[src/rtl/mul_pkg.sv]
// rtl/mul_pkg.sv - shared types and constants for the sequential multiplier
// Purpose: FSM state encoding and default operand width for mul_seq.
// Ports: none (package).
package mul_pkg;

  localparam int MUL_WIDTH = 32;

  typedef enum logic [1:0] {
    IDLE = 2'd0,
    RUN  = 2'd1,
    DONE = 2'd2
  } mul_state_t;

endpackage

[src/rtl/mul_add.sv]
// rtl/mul_add.sv - combinational N-bit adder with carry-out
// Purpose: the single wide adder used by mul_seq for acc + mcand.
// Ports:
//   a, b   in  N  addends
//   sum    out N  a + b, truncated to N bits
//   cout   out 1  carry out of the top bit
module mul_add #(
  parameter int N = 64
) (
  input  logic [N-1:0] a,
  input  logic [N-1:0] b,
  output logic [N-1:0] sum,
  output logic         cout
);

  assign {cout, sum} = {1'b0, a} + {1'b0, b};

endmodule

[src/rtl/mul_seq.sv]
// rtl/mul_seq.sv - sequential unsigned shift-and-add multiplier
// Purpose: one 2*WIDTH-bit product per transaction, one add per clock.
// Optional feature macro: MUL_SEQ_EARLY_EXIT_EN (finish as soon as the
// remaining multiplier bits are all zero).
// Ports:
//   clk        in  1          rising-edge clock
//   rst_n      in  1          asynchronous active-low reset
//   in_valid   in  1          operands a, b valid
//   in_ready   out 1          block can accept operands (IDLE only)
//   a          in  WIDTH      multiplicand, unsigned
//   b          in  WIDTH      multiplier, unsigned
//   out_valid  out 1          product valid (DONE)
//   out_ready  in  1          consumer accepts product
//   product    out 2*WIDTH    a*b, unsigned
//   busy       out 1          high in RUN or DONE
module mul_seq
  import mul_pkg::*;
#(
  parameter int WIDTH = MUL_WIDTH
) (
  input  logic                 clk,
  input  logic                 rst_n,
  input  logic                 in_valid,
  output logic                 in_ready,
  input  logic [WIDTH-1:0]     a,
  input  logic [WIDTH-1:0]     b,
  output logic                 out_valid,
  input  logic                 out_ready,
  output logic [2*WIDTH-1:0]   product,
  output logic                 busy
);

  localparam int PW = 2 * WIDTH;
  localparam int CW = $clog2(WIDTH + 1);
  localparam logic [CW-1:0] CNT_LAST = CW'(WIDTH - 1);

  mul_state_t     state;
  logic [PW-1:0]  mcand;
  logic [PW-1:0]  acc;
  logic [PW-1:0]  sum;
  logic [WIDTH-1:0] mplier;
  logic [CW-1:0]  cnt;
  logic           last_iter;
  mul_state_t     start_state;
  // Carry cannot be set for valid operands: a*b always fits in 2*WIDTH bits.
  logic           unused_carry;

  mul_add #(.N(PW)) u_add (
    .a    (acc),
    .b    (mcand),
    .sum  (sum),
    .cout (unused_carry)
  );

`ifdef MUL_SEQ_EARLY_EXIT_EN
  // Stop once the multiplier bits left after this shift are all zero;
  // no further iteration could change acc.
  assign last_iter   = (cnt == CNT_LAST) || (mplier[WIDTH-1:1] == '0);
  assign start_state = (b == '0) ? DONE : RUN;
`else
  assign last_iter   = (cnt == CNT_LAST);
  assign start_state = RUN;
`endif

  assign in_ready  = rst_n && (state == IDLE);
  assign out_valid = (state == DONE);
  assign busy      = (state != IDLE);
  assign product   = acc;

  always_ff @(posedge clk or negedge rst_n) begin
    if (!rst_n) begin
      state  <= IDLE;
      mcand  <= '0;
      mplier <= '0;
      acc    <= '0;
      cnt    <= '0;
    end else begin
      case (state)
        IDLE: begin
          if (in_valid) begin
            mcand  <= {{WIDTH{1'b0}}, a};
            mplier <= b;
            acc    <= '0;
            cnt    <= '0;
            state  <= start_state;
          end
        end
        RUN: begin
          if (mplier[0]) begin
            acc <= sum;
          end
          mcand  <= mcand << 1;
          mplier <= mplier >> 1;
          cnt    <= cnt + 1'b1;
          if (last_iter) begin
            state <= DONE;
          end
        end
        DONE: begin
          if (out_ready) begin
            state <= IDLE;
          end
        end
        default: state <= IDLE;
      endcase
    end
  end

endmodule

[config.mk]
export PLATFORM = sky130hd
export DESIGN_NAME = mul_seq
export DESIGN_NICKNAME = d
export VERILOG_FILES = /design/src/rtl/mul_pkg.sv /design/src/rtl/mul_add.sv /design/src/rtl/mul_seq.sv
export SDC_FILE = /design/constraint.sdc
export NUM_CORES = 1
export LEC_CHECK = 0
export CAP_MARGIN = 20
export CORE_MARGIN = 2
export CORE_UTILIZATION = 46
export DETAILED_ROUTE_END_ITERATION = 10
export PLACE_DENSITY = 0.72
export SETUP_SLACK_MARGIN = 0.3
export SYNTH_ARGS = -nofsm -noshare
export SYNTH_HDL_FRONTEND = slang
export SYNTH_SLANG_ARGS = --single-unit
[constraint.sdc]
create_clock -name clk -period 3.23 [get_ports clk]
set_input_delay 0.646 -clock clk [delete_from_list [all_inputs] [get_ports clk]]
set_output_delay 0.646 -clock clk [all_outputs]
set_load 0.1 [all_outputs]
==> metrics.yaml, run 1 <==
synthesis:
  synth_ff_type: "dfrtp_1"
  synth_most_common_cell: "nand2_1"
  async_flop_share_pct: 100
  synth_nets: 1319
  synth_edf_count: 0
  synthCells: 1186
  syn_avg_cell_area_um2: 8.69
  yosys.area.top_type: "dfrtp_1"
  syn-cell-area_mm2: 0.0103
  synth_seq_cells: 168
  ys_seq_area_share_pct: 40.8
  ys_warn_count: 0
  synthTopCellsByCount: "236 x nand2_1, 168 x dfrtp_1, 94 x nor2_1"
  yosys-top-cells-area: "dfrtp_1 41%, nand2_1 8.6%, ha_1 7.8%"
  netlist-cell-type-count: 73
  synth_top_area_share_pct: 40.8
sta:
  setup_ws_ns: 0.204
  fin_setup_tns_ns: 0
  finalSetupViolations: 0
  rsz0062_at_grt: "yes"
  slew_headroom_pct: 30.4
  worstMarginPinSlew_ns: 1.04
  fin_skew_ns: 0.0113
  max_freq_ghz: 0.330
  fin_crit_sh_pct: 93.7
  hold_viol: 0
  min_period_ns: 3.03
  drv_slew: 0
critical_path:
  crit_arrival_ns: 3.34
  worstSetupEndpointType: "flop"
  rrSetupSlack_ns: 0.20
  reg2reg_to: "product[46]"
  setup.worst_path.class: "flop to flop"
  path_max_fanout: 4
  startpoint: "product[0]"
  reg2reg_from: "product[0]"
  start_kind: "flop"
  worstPathRequired_ns: 3.55
  worstRegToRegCells: 14
floorplanning:
  die_x_um: 154
  die_y_um: 154
  rows: 54
  coreArea_mm2: 0.0219
  die_area_mm2: 0.0236
  initial_core_util_pct: 47.1
  io_pins: 135
routing:
  dr.pass1.iters: 8
  vias_per_cell: 5.75
  dr.max_layer_used: "met4"
  dr_wl_met2_um: 13700
  drc_errors: 0
  drt_iter0_drc: 517
  antenna_left: 0
  finalWirelength_um: 28700
  wl_per_cell_um: 18.0
  wl_met3_um: 1320
  wl_met1_um: 13100
  vias: 9175
grt:
  antenna_found_initial: 0
  grt_overflow: 0
  grt_usage_pct: 23.9
  grt_start_max_net_pins: 97
  grt_pass1_wl_um: 45800
  grt_pass1_vias: 8886
clocking:
  clockBufferDepth: 2
  path_clk_slew_ns: 0.07
  numCtsBuffers: 17
  cts_tree: "built"
  holdBufCountCts: 0
  cts_root_buf: "clkbuf_16"
  htree_levels: 4
  cts_sinks: 168
  clkLatencyLatePin_ns: 0.43
finish:
  antenna_cells: 0
  multi_input_area_mm2: 0.00611
  fin_nets: 1436
  post-route-util_pct: 59.1
  drive_gt1_share_pct: 19.3
  layout.area.seq_mm2: 0.00427
  area_growth_pct: 25.6
  n_fill_cell: 1918
placement:
  hpwl_um: 19800
  routabilityCongestion: 0.897
  post-place-ws_ns: 0.0446
  numPortBuffers: 134
flow_run:
  cap_violations: 0
min_path:
  hold_path.class: "input port to asynchronous set/reset pin"
outcome:
  outcome: "completed"
==> sequential cells by signal, summed over array words and instances, names as in the netlist <==
register  flops
mcand        64
product      64
mplier       32
cnt           6
state         2
==> cell usage in the layout (no fill, tap or decap), drive strengths merged, types with 3 or more instances in the layout <==
cell type and n:
nor2 94, a211oi 8, nand4 21, or3 3, clkdlybuf4s50 66, or4 3, clkinv 3, nor3 12
buf 105, xor2 28, and4 4, or2 3, and3 5, bufinv 3, o21bai 9, ha 64
o31ai 7, a41oi 5, a21o 34, nand2b 6, o41ai 3, a21boi 4, a21oi 76, o21a 7
nor2b 4, xnor2 36, o21ai 95, and2 6, inv 26, o211ai 3, nand2 237, dfrtp 168
nand3 13, a31oi 71, clkbuf 18, a22o 39
==> worst max-delay path: stages (launching register included) <==
cell and delay [ns]:
dfrtp_4 0.42, ha_4 0.13, inv_2 0.04, fa_2 0.34, and2b_1 0.23, o2111ai_2 0.13
a21oi_2 0.27, o221ai_2 0.16, o211a_4 0.17, o31ai_4 0.29, a21boi_4 0.11, buf_6 0.14
o41ai_4 0.24, xnor2_1 0.16, o21ai_1 0.07
==> metal layers <==
layer	vias to the layer above	GRT usage [%]
met5	-	0
met4	0	6.55
met3	45	4.34
met2	247	38.8
met1	4412	33.1
li1	4471	-
==> worst max-delay path by stage <==
| stage | depth (start not counted) | endpoint | slack, ns |
|---|---|---|---|
| CTS | 13 | product[58] | 0.21 |
| global placement | 11 | product[61] | 0.23 |
| floorplan | 13 | product[58] | 0.25 |
| detailed placement | 11 | product[61] | 0.04 |
| global route | 14 | product[46] | 0.04 |
| finish | 14 | product[46] | 0.20 |
==> per-stage QoR <==
| stage | hold slack [ns] | instance area, um^2 | cells |
|---|---|---|---|
| after floorplan | 0.350 | 10400 | 1186 |
| after global placement | 0.487 | 11800 | 1545 |
| after detailed placement | 0.494 | 11800 | 1545 |
| after CTS | 0.330 | 12600 | 1586 |
| after global routing | 0.338 | 12900 | 1596 |
| final | 0.272 | 12900 | 1596 |
==> timing repair <==
action,CTS,global route
setup endpoints to repair,19,27
buffers inserted,9,10
gates resized for setup,13,58
pin swaps,6,22
==> area by class of cell <==
type	instances	share of cell area (%)
multi-input cells	926	47.2
flip-flops and latches	168	33.0
repair buffers	171	11.7
clock buffers	18	3.39
well taps	280	2.71
clock inverters	14	1.42
inverters	19	0.551
==> kinds of logic after synthesis <==
group                      share of synthesized area, %
adders and majority gates                          7.97
muxes                                             0.194
buffers and inverters                              3.62
AOI/OAI and AO/OA                                  24.8
and+or+nand+nor                                    17.2
xor gates and xnor gates                           5.44
DFF                                                40.8
Power of run 1 is not shown: default switching activity piles up to over one toggle a cycle in this logic, so the estimate is an artifact.
==> inputs of run 2 (changes only) <==
Settings changed: ABC_AREA set to 1, CAP_MARGIN 20 to 10, PLACE_DENSITY 0.72 to 0.71.
==> metrics.yaml, run 2 <==
grt:
  antenna_found_initial: 0  # unchanged
  grt_usage_pct: 28.2  # was 23.9%
  grt_start_max_net_pins: 65  # was 97
  grt_overflow: 0  # unchanged
  grt_pass1_vias: 11800  # was 8886
  grt_pass1_wl_um: 62700  # was 45800 um
clocking:
  htree_levels: 4  # unchanged
  cts_resized: 0  # was 13
  post_cts_buffers: 0  # was 9
  cts_tree: "built"  # unchanged
  holdBufCountCts: 0  # unchanged
  path_clk_slew_ns: 0.09  # was 0.07 ns
  cts_sinks: 168  # unchanged
  cts_root_buf: "clkbuf_16"  # unchanged
  clockBufferDepth: 2  # unchanged
  clkLatencyLatePin_ns: 0.45  # was 0.43 ns
  numCtsBuffers: 17  # unchanged
finish:
  fin_cells: 2495  # was 1596
  layout_common_cells: "783 x nand2_1, 441 x inv_1, 168 x dfrtp_1"  # was 234 x nand2_1, 126 x dfrtp_1, 96 x buf_4
  antenna_cells: 0  # unchanged
  n_fill_cell: 2709  # was 1918
  finalInstanceArea_mm2: 0.0148  # was 0.0129 mm^2
  fin_nets: 2274  # was 1436
  multi_input_area_mm2: 0.00662  # was 0.00611 mm^2
  area_growth_pct: 16.4  # was 25.6%
  post-route-util_pct: 54.7  # was 59.1%
  layout.area.seq_mm2: 0.00420  # was 0.00427 mm^2
  drive_gt1_share_pct: 7.06  # was 19.3%
  final_common_cell: "nand2_1"  # unchanged
synthesis:
  async_flop_share_pct: 100  # unchanged
  synth_xor_area_share_pct: 0.552  # was 5.44%
  ys_seq_area_share_pct: 33.1  # was 40.8%
  yosys-top-cells-area: "dfrtp_1 33%, nand2_1 23%, inv_1 13%"  # was dfrtp_1 41%, nand2_1 8.6%, ha_1 7.8%
  synthSimpleGateAreaFrac_pct: 32.6  # was 17.2%
  synth_most_common_cell: "nand2_1"  # unchanged
  synth_top_family_by_area: "simple AND/OR/NAND/NOR gates"  # was compound AO/OA/AOI/OAI gates
  synth_compound_area_share_pct: 12.4  # was 24.8%
  synthAdderAreaFrac_pct: 6.46  # was 7.97%
  synth_edf_count: 0  # unchanged
  synthMuxAreaShare_pct: 0  # was 0.194%
  synthCells: 2024  # was 1186
  syn-cell-area_mm2: 0.0127  # was 0.0103 mm^2
  netlist-cell-type-count: 38  # was 73
  synth_seq_cells: 168  # unchanged
  ys_warn_count: 0  # unchanged
  synth_ff_type: "dfrtp_1"  # unchanged
  synth_top_area_share_pct: 33.1  # was 40.8%
  synthTopCellsByCount: "783 x nand2_1, 441 x inv_1, 168 x dfrtp_1"  # was 236 x nand2_1, 168 x dfrtp_1, 94 x nor2_1
  synth_nets: 2157  # was 1319
  yosys.area.top_type: "dfrtp_1"  # unchanged
  syn_avg_cell_area_um2: 6.27  # was 8.69 um^2
sta:
  slew_headroom_pct: 44.5  # was 30.4%
  holdWs_ns: 0.421  # was 0.272 ns
  fin_skew_ns: 0.0262  # was 0.0113 ns
  worstMarginPinSlew_ns: 0.832  # was 1.04 ns
  fin_setup_tns_ns: 0  # unchanged
  fin_crit_sh_pct: 75.0  # was 93.7%
  drv_slew: 0  # unchanged
  min_period_ns: 2.42  # was 3.03 ns
  hold_viol: 0  # unchanged
  rsz0062_at_grt: "no"  # was yes
  max_freq_ghz: 0.413  # was 0.330 GHz
  finalSetupViolations: 0  # unchanged
critical_path:
  worst_path_most_repeated_cell: "inv_2"
  reg2reg_from: "state[1]"  # was product[0]
  cpMaxStageDelayCell: "nor2_8"  # was dfrtp_4
  cp_num_buf_inv: 2  # unchanged
  start_kind: "flop"  # unchanged
  worstPathRequired_ns: 3.61  # was 3.55 ns
  max_stage_delay_ns: 0.63  # was 0.42 ns
  rrSetupSlack_ns: 0.81  # was 0.20 ns
  crit_arrival_ns: 2.80  # was 3.34 ns
  endpoint: "product[16]"  # was product[46]
  worstRegToRegCells: 7  # was 14
  setup.worst_path.class: "flop to flop"  # unchanged
  startpoint: "state[1]"  # was product[0]
  worstSetupEndpointType: "flop"  # unchanged
  reg2reg_to: "product[16]"  # was product[46]
  crit_cells: 7  # was 14
  path_delay_family: "simple AND/OR/NAND/NOR gates"  # was compound AO/OA/AOI/OAI gates
  path_max_fanout: 43  # was 4
  path_cells: "nor2_4, inv_2, nor2_8, inv_2, a21oi_1, o21ai_0, nand2_1"  # was ha_4, inv_2, fa_2, and2b_1, o2111ai_2, a21oi_2, o221ai_2, o211a_4, o31ai_4, a21boi_4, buf_6, o41ai_4, xnor2_1, o21ai_1
placement:
  dpl_cell_area_mm2: 0.0142  # was 0.0118 mm^2
  place_inst: 2463  # was 1545
  hpwl_um: 31500  # was 19800 um
  numPortBuffers: 134  # unchanged
  routabilityCongestion: 0.953  # was 0.897
routing:
  drt_iter0_drc: 1027  # was 517
  finalWirelength_um: 39700  # was 28700 um
  wl_per_cell_um: 15.9  # was 18.0 um
  drc_errors: 0  # unchanged
  antenna_left: 0  # unchanged
  vias_per_cell: 5.08  # was 5.75
  vias: 12700  # was 9175
  dr.pass1.iters: 6  # was 8
floorplanning:
  die_y_um: 170  # was 154 um
  io_pins: 135  # unchanged
  coreArea_mm2: 0.0270  # was 0.0219 mm^2
  die_area_mm2: 0.0289  # was 0.0236 mm^2
  rows: 60  # was 54
  initial_core_util_pct: 47.0  # was 47.1%
  die_x_um: 170  # was 154 um
pwr:
  worst_ir_drop_vdd_mv: 0.724
  powerDensity_mw_per_mm2: 1140
  p_leak_nw: 8.45
outcome:
  outcome: "completed"  # unchanged
min_path:
  hold_path.class: "input port to asynchronous set/reset pin"  # unchanged
flow_run:
  cap_violations: 0  # unchanged
-- run 2: changes by cell type in the layout (fill, tap and decap cells not counted), sizes merged, moves of 34 or more --
| cell | delta |
|---|---|
| nand2 | +555 |
| a22o | -37 |
| inv | +425 |
| nand3 | +68 |
| a31oi | -71 |
| a21o | -34 |
| o211ai | +59 |
-- run 2: cells by family after synthesis --
logic type               count (synthesis)
AO/OA/AOI/OAI                          267
XOR/XNOR                                 8
flip-flops                             168
AND/OR/NAND/NOR                       1024
buffers and inverters                  492
adder cells (fa/ha/maj)                 65
-- run 2: stage by stage --
step,setup WS (ns),total power [mW]
detailed placement,0.802,14.7
global placement,0.827,14.6
finish,0.808,16.9
CTS,0.833,16.9
global route,0.638,18.2
floorplan,0.596,11.9
-- run 2: how the worst min path moves through the flow --
stage / startpoint / to / slack (ns) / cells after the start
2_1_floorplan: rst_n / cnt[0] / 0.35 / 0
3_3_place_gp: cnt[5] / state[1] / 0.49 / 1
3_5_place_dp: cnt[5] / state[1] / 0.48 / 1
4_1_cts: rst_n / product[26] / 0.44 / 2
5_1_grt: rst_n / product[26] / 0.48 / 2
6_report: rst_n / product[26] / 0.42 / 2
-- run 2: layout make-up --
type	count	share of cell area, %
clock buffer	19	2.93
sequential	168	28.5
inverter	446	11.3
clock inverter	13	0.906
timing repair buffer	144	8.71
tap	341	2.89
multi-input combinational	1364	44.8
-- run 2: power by group --
group          internal (mW)  leakage [nW]  total [mW]  switching, mW
combinational           3.02          6.03        11.1           8.09
clock                   1.09         0.273        2.07          0.985
sequential              3.06          2.14        3.70          0.637
total                   7.17          8.45        16.9           9.72
-- run 2: per-layer routing --
layer	vias up	wire (um)	global-route usage, %
met4	0	652	6.39
met1	5832	19000	40.8
met3	37	2980	5.88
met2	377	17000	43.1
met5	-	0	0
li1	6440	-	-
Power figures use the tool's default switching activity.
==> inputs of run 3 (changes only) <==
Settings changed: PLACE_DENSITY 0.71 to 0.74.
Clock period 3.23 ns to 2 ns, I/O delays scaled along.
==> metrics.yaml, run 3 (same netlist as run 2, synthesis figures left out) <==
outcome:
  outcome: "finished, violations left"  # was completed
  violations: "negative setup slack"
sta:
  finalSetupViolations: 51  # was 0
  worstMarginPinSlew_ns: 0.819  # was 0.832 ns
  holdWs_ns: 0.0549  # was 0.421 ns
  rsz0062_at_grt: "yes"  # was no
  fin_skew_ns: 0.0257  # was 0.0262 ns
  setup_ws_ns: -0.208  # was 0.808 ns
  fin_setup_tns_ns: -4.86  # was 0 ns
  drv_slew: 0  # unchanged
  hold_viol: 0  # unchanged
  fin_crit_sh_pct: 110  # was 75.0%
  slew_headroom_pct: 45.4  # was 44.5%
  max_freq_ghz: 0.453  # was 0.413 GHz
  min_period_ns: 2.21  # was 2.42 ns
clocking:
  cts_root_buf: "clkbuf_16"  # unchanged
  cts_sinks: 168  # unchanged
  path_clk_slew_ns: 0.09  # about the same
  htree_levels: 4  # unchanged
  numCtsBuffers: 17  # unchanged
  clockBufferDepth: 2  # unchanged
  clkLatencyLatePin_ns: 0.47  # was 0.45 ns
  cts_tree: "built"  # unchanged
grt:
  grt_pass1_vias: 13800  # was 11.8k
  antenna_found_initial: 0  # unchanged
  grt_usage_pct: 33.5  # was 28.2%
  grt_start_max_net_pins: 127  # was 65
  grt_pass1_wl_um: 74100  # was 62700 um
  grt_overflow: 0  # unchanged
floorplanning:
  coreArea_mm2: 0.0270  # unchanged
  die_x_um: 170  # unchanged
  io_pins: 135  # unchanged
  rows: 60  # unchanged
  die_y_um: 170  # unchanged
  initial_core_util_pct: 47.0  # unchanged
  die_area_mm2: 0.0289  # unchanged
routing:
  vias_per_cell: 5.29  # was 5.08
  wl_met1_um: 22400  # was 19000 um
  dr_wl_met2_um: 23700  # was 17000 um
  dr.max_layer_used: "met4"  # unchanged
  antenna_left: 0  # unchanged
  finalWirelength_um: 50500  # was 39700 um
  wl_per_cell_um: 18.4  # was 15.9 um
  dr.pass1.iters: 5  # was 6
  vias: 14500  # was 12.7k
  wl_met3_um: 3430  # was 2980 um
  drt_iter0_drc: 1266  # was 1027
  drc_errors: 0  # unchanged
critical_path:
  path_max_fanout: 3  # was 43
  start_kind: "flop"  # unchanged
  worstSetupEndpointType: "flop"  # unchanged
  crit_arrival_ns: 2.57  # was 2.80 ns
  worstPathRequired_ns: 2.36  # was 3.61 ns
  setup.worst_path.class: "flop to flop"  # unchanged
placement:
  numPortBuffers: 134  # unchanged
  place_inst: 2641  # was 2463
  hpwl_um: 36000  # was 31500 um
  post-place-ws_ns: -0.297  # was 0.802 ns
  routabilityCongestion: 1.00  # was 0.953
finish:
  final_common_cell: "nand2_1"  # unchanged
  fin_cells: 2740  # was 2495
  fin_nets: 2519  # was 2274
  area_growth_pct: 66.1  # was 16.4%
  n_fill_cell: 1903  # was 2709
  layout.area.seq_mm2: 0.00444  # was 0.00420 mm^2
  layout_common_cells: "562 x nand2_1, 392 x inv_1, 176 x buf_4"  # was 783 x nand2_1, 441 x inv_1, 168 x dfrtp_1
  drive_gt1_share_pct: 40.0  # was 7.06%
  multi_input_area_mm2: 0.00956  # was 0.00662 mm^2
  antenna_cells: 0  # unchanged
pwr:
  p_leak_nw: 10.8  # was 8.45 nW
  powerDensity_mw_per_mm2: 1960  # was 1140 mW/mm^2
  pwr-share-clk_pct: 8.8  # was 12.3%
  worst_ir_drop_vdd_mv: 1.77  # was 0.724 mV
  netSwitchingFraction_pct: 52.2  # was 57.6%
  seq_power_share_pct: 16.3  # was 21.9%
  p_comb_share_pct: 74.9  # was 65.8%
  intPower_mw: 19.8  # was 7.17 mW
  power_switching_mw: 21.6  # was 9.72 mW
min_path:
  hold_path.class: "input port to asynchronous set/reset pin"  # unchanged
flow_run:
  cap_violations: 0  # unchanged
## run 3: cell count changes in the layout (fill, tap and decap cells not counted), moves of 59 or more
cell,delta
nand2_4,+74
dfrtp_1,-73
buf_6,+70
dfrtp_4,+59
nand2_1,-221
buf_12,+66
ha_1,-59
nand2_2,+136
nor2_1,-68
buf_4,+102
ha_4,+59
## run 3: worst paths after layout
| check | start | end | slack (ns) | depth (start not counted) |
|---|---|---|---|---|
| hold / removal | rst_n | product[63] | 0.05 | 2 |
| max in group asynchronous | rst_n | product[52] | 1.14 | 2 |
| setup / recovery | product[0] | product[6] | -0.21 | 13 |
| setup reg to reg | product[0] | product[6] | -0.21 | 13 |
| hold reg to reg | cnt[5] | state[1] | 0.50 | 1 |
| min in group clk | cnt[5] | state[1] | 0.50 | 1 |
## run 3: power groups by stage
stage	sequential [mW]	combinational (mW)	clock, mW
after floorplan	9.94	11.8	0
after global placement	6.64	23.5	0
after detailed placement	6.72	24.0	0
after CTS	6.68	27.5	3.64
after global routing	6.89	32.8	3.78
final	6.75	31.0	3.63
## run 3: final cells by class
class / count / area share, %
Multi-Input combinational cell: 1364 / 45.3
Inverter: 446 / 8.01
Clock buffer: 17 / 2.02
Clock inverter: 15 / 0.991
Timing Repair Buffer: 389 / 20.6
Sequential cell: 168 / 21.1
Tap cell: 341 / 2.02
## run 3: per-layer routing
layer | global-route usage, % | vias to the layer above
met2 | 52.9 | 508
li1 | - | 6942
met3 | 5.58 | 65
met4 | 7.95 | 0
met1 | 48.1 | 6987
met5 | 0 | -
## run 3: stage by stage
stage	power [mW]	utilization (%)	cell area (um^2)
finish	41.4	78.0	21100
global route	43.5	78.0	21100
CTS	37.8	73.4	19800
detailed placement	30.7	65.1	17600
global placement	30.1	65.1	17600
floorplan	21.8	-	14000
## run 3: critical path: stages, from the launching register on
cell     delay (ns)
dfrtp_4        0.49
ha_4           0.18
inv_2          0.06
fa_2           0.22
inv_2          0.05
nand3_4        0.08
inv_2          0.05
nand2_2        0.07
nand3_4        0.10
buf_6          0.14
buf_6          0.10
buf_6          0.10
or2_4          0.21
a32o_1         0.25
## run 3: repair_timing
action,4_1_cts,5_1_grt
pin swaps,101,143
gates cloned,1,3
hold buffers,0,0
setup buffers,33,30
setup endpoints to repair,68,106
resized for setup,400,239
